File: src/rtl/spram_arbiter_pkg.sv
// Shared memory-system constants for the SPRAM arbiter.
// Requester encoding and default sizing used by the board wrappers.
package spram_arbiter_pkg;

    typedef enum logic {
        REQ_A = 1'b0,
        REQ_B = 1'b1
    } req_e;

    localparam int MAX_BURST_DFLT = 4;
    localparam int ADDR_W_DFLT    = 14;
    localparam int CNT_W          = 4;

endpackage

File: src/rtl/spram_arbiter.sv
// Two-requester arbiter in front of a single-port SPRAM.
// Sticky owner with a burst limit; one-cycle read response per requester.
module spram_arbiter
    import spram_arbiter_pkg::*;
#(
    parameter int MAX_BURST = MAX_BURST_DFLT,
    parameter int ADDR_W    = ADDR_W_DFLT
) (
    input  logic              clk,
    input  logic              rstn,
    input  logic              a_valid,
    output logic              a_ready,
    input  logic              a_write,
    input  logic [3:0]        a_wmask,
    input  logic [31:0]       a_wdata,
    input  logic [ADDR_W-1:0] a_addr,
    output logic [31:0]       a_rdata,
    output logic              a_rvalid,
    input  logic              b_valid,
    output logic              b_ready,
    input  logic              b_write,
    input  logic [3:0]        b_wmask,
    input  logic [31:0]       b_wdata,
    input  logic [ADDR_W-1:0] b_addr,
    output logic [31:0]       b_rdata,
    output logic              b_rvalid,
    output logic              ram_valid,
    output logic              ram_write,
    output logic [3:0]        ram_wmask,
    output logic [31:0]       ram_wdata,
    output logic [ADDR_W-1:0] ram_addr,
    input  logic [31:0]       ram_rdata
);

    localparam logic [CNT_W-1:0] MAX_CNT = CNT_W'(MAX_BURST);

    req_e             owner_q, owner_d;
    logic [CNT_W-1:0] cnt_q, cnt_d;
    logic             a_rpend_q, a_rpend_d;
    logic             b_rpend_q, b_rpend_d;
    logic             gnt_a, gnt_b;
    logic             other_valid;
    req_e             gnt_req;

    // Grant: lone requester wins; on contention the owner keeps it until the burst limit.
    always_comb begin
        gnt_a = 1'b0;
        gnt_b = 1'b0;
        if (rstn) begin
            if (a_valid && b_valid) begin
                if (cnt_q == MAX_CNT) begin
                    gnt_b = (owner_q == REQ_A);
                end else begin
                    gnt_b = (owner_q == REQ_B);
                end
                gnt_a = ~gnt_b;
            end else begin
                gnt_a = a_valid;
                gnt_b = b_valid;
            end
        end
    end

    assign a_ready   = gnt_a;
    assign b_ready   = gnt_b;
    assign ram_valid = gnt_a | gnt_b;
    assign ram_write = gnt_b ? b_write : a_write;
    assign ram_wmask = gnt_b ? b_wmask : a_wmask;
    assign ram_wdata = gnt_b ? b_wdata : a_wdata;
    assign ram_addr  = gnt_b ? b_addr  : a_addr;
    assign a_rdata   = ram_rdata;
    assign b_rdata   = ram_rdata;
    assign a_rvalid  = a_rpend_q;
    assign b_rvalid  = b_rpend_q;

    // Owner/burst bookkeeping and read-response tracking for the next cycle.
    always_comb begin
        owner_d     = owner_q;
        cnt_d       = cnt_q;
        gnt_req     = gnt_b ? REQ_B : REQ_A;
        other_valid = gnt_b ? a_valid : b_valid;
        a_rpend_d   = gnt_a & ~a_write;
        b_rpend_d   = gnt_b & ~b_write;
        if (gnt_a || gnt_b) begin
            owner_d = gnt_req;
            if (!other_valid) begin
                cnt_d = '0;
            end else if (gnt_req != owner_q) begin
                cnt_d = CNT_W'(1);
            end else if (cnt_q != MAX_CNT) begin
                cnt_d = cnt_q + CNT_W'(1);
            end
        end
    end

    // State registers; reset drops any read accepted as reset hits.
    always_ff @(posedge clk or negedge rstn) begin
        if (!rstn) begin
            owner_q   <= REQ_A;
            cnt_q     <= '0;
            a_rpend_q <= 1'b0;
            b_rpend_q <= 1'b0;
        end else begin
            owner_q   <= owner_d;
            cnt_q     <= cnt_d;
            a_rpend_q <= a_rpend_d;
            b_rpend_q <= b_rpend_d;
        end
    end

endmodule

File: config.mk
export PLATFORM = sky130hd
export DESIGN_NAME = spram_arbiter
export DESIGN_NICKNAME = d
export VERILOG_FILES = /design/src/rtl/spram_arbiter_pkg.sv /design/src/rtl/spram_arbiter.sv
export SDC_FILE = /design/constraint.sdc
export NUM_CORES = 1
export LEC_CHECK = 0
export ABC_AREA = 1
export BUFFER_PORTS_ARGS = -buffer_cell sky130_fd_sc_hd__buf_2
export CAP_MARGIN = 20
export CORE_AREA = 10 10 92 94
export CTS_CLUSTER_DIAMETER = 40
export DETAILED_ROUTE_END_ITERATION = 10
export DIE_AREA = 0 0 102 104
export HOLD_SLACK_MARGIN = 0.03
export PLACE_DENSITY = 0.79
export SLEW_MARGIN = 20
export SYNTH_ARGS = -nofsm -noshare
export SYNTH_HDL_FRONTEND = slang
export SYNTH_SLANG_ARGS = --single-unit
File: constraint.sdc
create_clock -name clk -period 2.55 [get_ports clk]
set_input_delay 0.1275 -clock clk [delete_from_list [all_inputs] [get_ports clk]]
set_output_delay 0.1275 -clock clk [all_outputs]
set_load 0.02 [all_outputs]
==> summary.txt, run 1 <==
Status
  • Status: completed

Route
  • Wirelength, routed: 7110 µm
  • DRC violations left: 0
  • Via total after detailed routing: 1997
  • Routed len/inst: 15.5 µm
  • Post-DR vias/cell: 4.35
  • Number of routed nets with antenna violations: 0
  • Detailed-routing iteration count for the pre-antenna-repair pass: 4
  • DRT iter0 DRCs: 25

STA
  • Worst Max-Slew Pin Slew: 0.500 ns
  • Highest clock frequency the design can meet: 422 MHz
  • Clock period minus worst slack: 2.37 ns
  • Final Max Tran Viols: 0
  • Hold WS: 0.0553 ns
  • Part of the cycle the worst path needs: 0.928
  • Endpoints failing setup: 0
  • Max_slew headroom: 0.667
  • Largest clock skew in the final design: 0.00243 ns
  • Summed negative setup slack over all endpoints: 0 ns
  • Setup repair after global routing missed its margin: false
  • Hold Vio Cnt, Final: 0

Cells and area
  • Syn-to-layout area delta: 18.6%
  • # fillers: 684
  • Commonest non-fill, non-tap cell in the layout: buf_2
  • Layout cell share with drive strength beyond 1: 0.718
  • Most frequent cells in the layout: 161 x buf_2, 66 x nand2_1, 50 x nand2_2, 49 x nand2_4, 9 x inv_1
  • Diodes inserted: 0
  • Total number of nets in the final design: 520
  • Non-filler instance count after layout: 459

Power
  • Psw: 371 µW
  • Overall Power: 793 µW
  • Power Density: 313 nW/µm²
  • Power share of the sequential group: 0.163
  • Leakage Power: 0.00176 µW
  • Switching Share: 0.468
  • Internal power component: 422 µW
  • Gate power share: 0.640
  • Worst-case vdd ir drop: 0.480 mV
  • Clk pwr share: 0.197

CTS
  • CTS tree: built
  • CTS Root Buffer Type: clkbuf_8
  • Clock Sinks: 7
  • TritonCTS Buffers: 3
  • H-tree depth: 1
  • Worst-skew pair later-pin latency: 0.23 ns
  • Maximum number of buffers from clock root to sink: 2
  • Clock transition at path regs: 0.04 ns
  • Number of gates resized after CTS: 0

Placed design
  • Routability congestion estimate from global placement: 0.820
  • Placed wire-length estimate after detailed placement: 6050 µm
  • PortBufs: 161
  • Post-Place Cells: 454

Flow run
  • Number of max-capacitance violations reported: 0

Floorplan
  • Ports: 258
  • Die outline height: 104 µm
  • Std-Cell Core Area: 6680 µm²
  • # rows: 30
  • Die extent in x: 102 µm
  • Initial Util: 0.320
  • Die footprint: 10600 µm²

Synth
  • Synthesized Nets: 423
  • Cell type with the largest total area after synthesis: nand2_4
  • Yosys Warn Count: 0
  • Part of the Yosys area used for sequential elements: 0.0820
  • Flip-flop and latch count after synthesis: 7
  • Number of unique standard cell types used by synthesis: 18
  • Mean instance size in the synthesized netlist: 7.55 µm²
  • Dominant cells by area after synthesis: nand2_4 26%, buf_4 24%, nand2_2 15%, nand2_1 12%, dfrtp_1 8.2%
  • Post-synthesis cell area: 2140 µm²
  • Area share of the largest cell type after synthesis: 0.258
  • Syn Inst Count: 283

Critical path
  • Worst setup SP type: flip-flop
  • Worst-path fanout max: 49
  • FF-to-FF path depth: 11
  • Worst path most repeated cell: nand2_2
  • Crit path capture type: output port
  • Max incr delay on CP: 0.43 ns
  • Cell with the largest stage delay on the worst path: buf_4
  • Worst setup path category: reg -> out
  • Arrival @ worst endpoint: 2.24 ns
  • CP Cell Sequence: inv_1 -> ha_1 -> nand3_1 -> nand2_2 -> nand3_4 -> nand2_8 -> buf_4 -> nand2_1 -> nand2_2 -> buf_2
  • Critical path data required time: 2.42 ns

Hold path
  • Hold path cells: 2
  • Class of the worst hold path: in -> reg

Global routing
  • Global-route total usage across every layer: 0.123
  • Vias in the first global route: 2059
  • Overflow after GRT: 0
  • Antenna violations before repair: 0
  • Wire length of the first global-routing pass: 10800 µm
  • Maximum number of pins on one net before global-route repair: 50
[cell families after synthesis]
kind of cell	Yosys count	share of synthesized area
buffers and inverters	86	0.314
and+or+nand+nor	182	0.573
DFF	7	0.0820
xor gates and xnor gates	3	0.0123
AOI/OAI and AO/OA	3	0.00703
adders and majority gates	2	0.0117
[worst paths after layout]
check | start | endpoint | slack [ns]
worst max-delay path | cnt_q[0]$_DFFE_PN0P_ | ram_wdata[2] | 0.18
worst min-delay path | b_write | b_rvalid$_DFF_PN0_ | 0.06
worst max register to register | cnt_q[0]$_DFFE_PN0P_ | cnt_q[3]$_DFFE_PN0P_ | 0.52
worst min register to register | cnt_q[1]$_DFFE_PN0P_ | cnt_q[1]$_DFFE_PN0P_ | 0.55
max in group asynchronous | rstn | cnt_q[1]$_DFFE_PN0P_ | 2.08
min in group asynchronous | rstn | owner_q$_DFFE_PN0P_ | 0.29
[power groups by stage]
stage	Combinational [µW]	Sequential [µW]	Clock [µW]
floorplan	464	130	0
global placement	503	130	0
detailed placement	512	130	0
CTS	515	129	159
global route	553	131	167
finish	507	129	156
[state kept, by name (all words and copies together) (netlist names)]
register,count
a_rvalid,1
b_rvalid,1
owner_q,1
cnt_q,4
[cell type report]
type	instances	area, µm²	share of cell area
inverter	12	52.6	0.0207
timing repair buffer	166	871	0.344
clock buffer	4	45.0	0.0178
multi-input combinational	190	1290	0.509
sequential	7	175	0.0691
tap	80	100	0.0395
[worst max-delay path, delay by kind of cell, from the launching register on]
| kind | cells | cell delay, ns |
|---|---|---|
| adder cells (fa/ha/maj) | 1 | 0.16 |
| buffers and inverters | 3 | 0.67 |
| flip-flops | 1 | 0.42 |
| AND/OR/NAND/NOR | 6 | 0.74 |
[metrics by stage]
stage | worst slack, ns | cell area [µm²] | utilization
after floorplan | 0.985 | 2140 | -
after global placement | 0.521 | 2480 | 0.371
after detailed placement | 0.449 | 2480 | 0.371
after CTS | 0.197 | 2530 | 0.379
after global routing | 0.0328 | 2530 | 0.379
final | 0.183 | 2530 | 0.379
[cells in the mapped netlist]
cell type / number
buf_4: 69
nand2_1: 66
nand2_2: 50
nand2_4: 49
inv_1: 9
dfrtp_1: 7
nand3_1: 6
buf_12: 5
nor2_1: 5
nand4_1: 4
xor2_1: 3
ha_1: 2
inv_2: 2
o21ai_0: 2
inv_8: 1
nand2_8: 1
nand3_4: 1
o21ai_1: 1
[layer usage]
layer | up-vias | routed length, µm | GRT usage
met4 | 0 | 324 | 0.0635
met3 | 44 | 934 | 0.0452
met1 | 861 | 2140 | 0.109
met2 | 119 | 3720 | 0.233
met5 | - | 0 | 0
li1 | 973 | - | -
[repair_timing]
action                    CTS  global route
hold endpoints to repair    7             0
setup buffers               0             0
hold buffers                1             0
No activity file was read; power rests on OpenSTA's default activity.
==> inputs of run 2 (changes only) <==
--- a/config.mk
+++ b/config.mk
@@ -12,6 +12,7 @@
 export CTS_CLUSTER_DIAMETER = 40
 export DETAILED_ROUTE_END_ITERATION = 10
 export DIE_AREA = 0 0 102 104
+export GPL_TIMING_DRIVEN = 0
 export HOLD_SLACK_MARGIN = 0.03
 export PLACE_DENSITY = 0.79
 export SLEW_MARGIN = 20
==> summary.txt, run 2 (same netlist as run 1, synthesis figures left out) <==
Power
  • Power Density: 297 nW/µm²
  • Worst-case vdd ir drop: 0.178 mV
  • Leakage Power: 0.00236 µW

STA
  • Least setup slack across all paths after layout: 0.516 ns
  • Summed negative setup slack over all endpoints: 0 ns
  • Hold Vio Cnt, Final: 0
  • Part of the cycle the worst path needs: 0.798
  • Highest clock frequency the design can meet: 492 MHz
  • Clock period minus worst slack: 2.03 ns
  • Max_slew headroom: 0.688
  • Endpoints failing setup: 0
  • Setup repair after global routing missed its margin: false
  • Worst Max-Slew Pin Slew: 0.464 ns
  • Largest clock skew in the final design: 0.00520 ns
  • Final Max Tran Viols: 0

Placed design
  • PortBufs: 225
  • Setup slack after placement: 0.728 ns
  • Routability congestion estimate from global placement: 0.874
  • Placed wire-length estimate after detailed placement: 8000 µm

Global routing
  • Wire length of the first global-routing pass: 13100 µm
  • Overflow after GRT: 0
  • Global-route total usage across every layer: 0.152
  • Antenna violations before repair: 0
  • Maximum number of pins on one net before global-route repair: 11
  • Vias in the first global route: 2713

Cells and area
  • Layout cell share with drive strength beyond 1: 0.791
  • Diodes inserted: 0
  • Most frequent cells in the layout: 225 x buf_2, 69 x buf_4, 66 x nand2_1, 50 x nand2_2, 49 x nand2_4
  • Syn-to-layout area delta: 60.0%
  • Most flop-heavy register: cnt_q
  • Commonest non-fill, non-tap cell in the layout: buf_2
  • Total number of nets in the final design: 654
  • # fillers: 613
  • Max FFs per register: 4

Critical path
  • Crit path capture type: output port
  • Worst path most repeated cell: nand2_2
  • Worst setup path category: reg -> out
  • Critical path data required time: 2.42 ns
  • Buf+Inv Stages, Crit Path: 4
  • Arrival @ worst endpoint: 1.91 ns
  • Cell family with most CP delay: simple AND/OR/NAND/NOR gates
  • Worst-path fanout max: 10
  • Worst setup SP type: flip-flop
  • Max incr delay on CP: 0.40 ns
  • CP Cell Sequence: inv_1 -> ha_1 -> nand3_1 -> nand2_2 -> nand3_4 -> nand2_8 -> inv_8 -> buf_12 -> nand2_4 -> nand2_2 -> buf_2
  • Cell with the largest stage delay on the worst path: dfrtp_1

Floorplan
  • Initial Util: 0.320
  • Ports: 258
  • Die extent in x: 102 µm
  • Std-Cell Core Area: 6680 µm²
  • Die outline height: 104 µm
  • Die footprint: 10600 µm²
  • # rows: 30

Route
  • DRC violations left: 0
  • Via total after detailed routing: 2497
  • Detailed-routing iteration count for the pre-antenna-repair pass: 4
  • Post-DR vias/cell: 4.21
  • Routed len/inst: 14.7 µm
  • DRT iter0 DRCs: 29
  • Number of routed nets with antenna violations: 0
  • Wirelength, routed: 8740 µm

CTS
  • Worst-skew pair later-pin latency: 0.23 ns
  • Maximum number of buffers from clock root to sink: 2
  • CTS tree: built
  • CTS Root Buffer Type: clkbuf_8
  • H-tree depth: 1
  • Clock Sinks: 7
  • TritonCTS Buffers: 3
  • Clock transition at path regs: 0.04 ns

Hold path
  • Class of the worst hold path: in -> reg

Status
  • Status: completed

Flow run
  • Number of max-capacitance violations reported: 0
## run 2: cell types whose count changed in the layout (fill, tap and decap cells not counted)
cell / previous run / this run
buf_4: 2 / 69
buf_12: 2 / 5
buf_2: 161 / 225
## run 2: stage by stage
stage               utilization  power (µW)  hold slack (ns)  instances  instance area (µm²)
global route              0.511        1090           0.0528        593                 3420
floorplan                     -         594           -0.168        283                 2140
CTS                       0.511        1030           0.0547        593                 3420
detailed placement        0.503         863          -0.0106        588                 3360
global placement          0.503         850          -0.0155        588                 3360
finish                    0.511        1010           0.0541        593                 3420
## run 2: repair_timing
item	in CTS	in global routing
buffers inserted	0	0
hold endpoints to repair	7	0
resized for setup	0	0
hold buffers	1	0
## run 2: metal layers
metal / track usage / share of wire / up-vias
met5: 0 / 0 / -
li1: - / - / 1245
met2: 0.297 / 0.54 / 155
met3: 0.0817 / 0.15 / 10
met1: 0.122 / 0.30 / 1087
met4: 0.0454 / 0.014 / 0
## run 2: worst register-to-register path: cells and delay by family (launching register included)
family / cells / cell delay (ns)
adders and majority gates: 1 / 0.16
buffers and inverters: 1 / 0.07
DFF: 1 / 0.41
and+or+nand+nor: 8 / 0.82
## run 2: report_power, final
part	leakage [µW]	switching, µW	internal (µW)
Clock	0.0000228	52.4	109
Combinational	0.00224	419	305
Sequential	0.0000936	9.24	119
Total	0.00236	480	533
## run 2: layout make-up
class	count	area [µm²]	area share
buffer	74	618	0.181
clock buffer	4	45.0	0.0132
inverter	12	52.6	0.0154
multi-input combinational	190	1290	0.378
sequential	7	175	0.0513
tap	80	100	0.0293
timing repair buffer	226	1140	0.332
## run 2: path summary, 6_finish.rpt
kind / from / to / slack (ns) / cells after the start
max: cnt_q[0]$_DFFE_PN0P_ / ram_wdata[13] / 0.52 / 11
min: b_write / b_rvalid$_DFF_PN0_ / 0.05 / 2
max reg2reg: cnt_q[0]$_DFFE_PN0P_ / cnt_q[3]$_DFFE_PN0P_ / 1.02 / 10
min reg2reg: cnt_q[1]$_DFFE_PN0P_ / cnt_q[1]$_DFFE_PN0P_ / 0.53 / 2
max in group asynchronous: rstn / owner_q$_DFFE_PN0P_ / 2.08 / 2
min in group asynchronous: rstn / cnt_q[3]$_DFFE_PN0P_ / 0.28 / 2
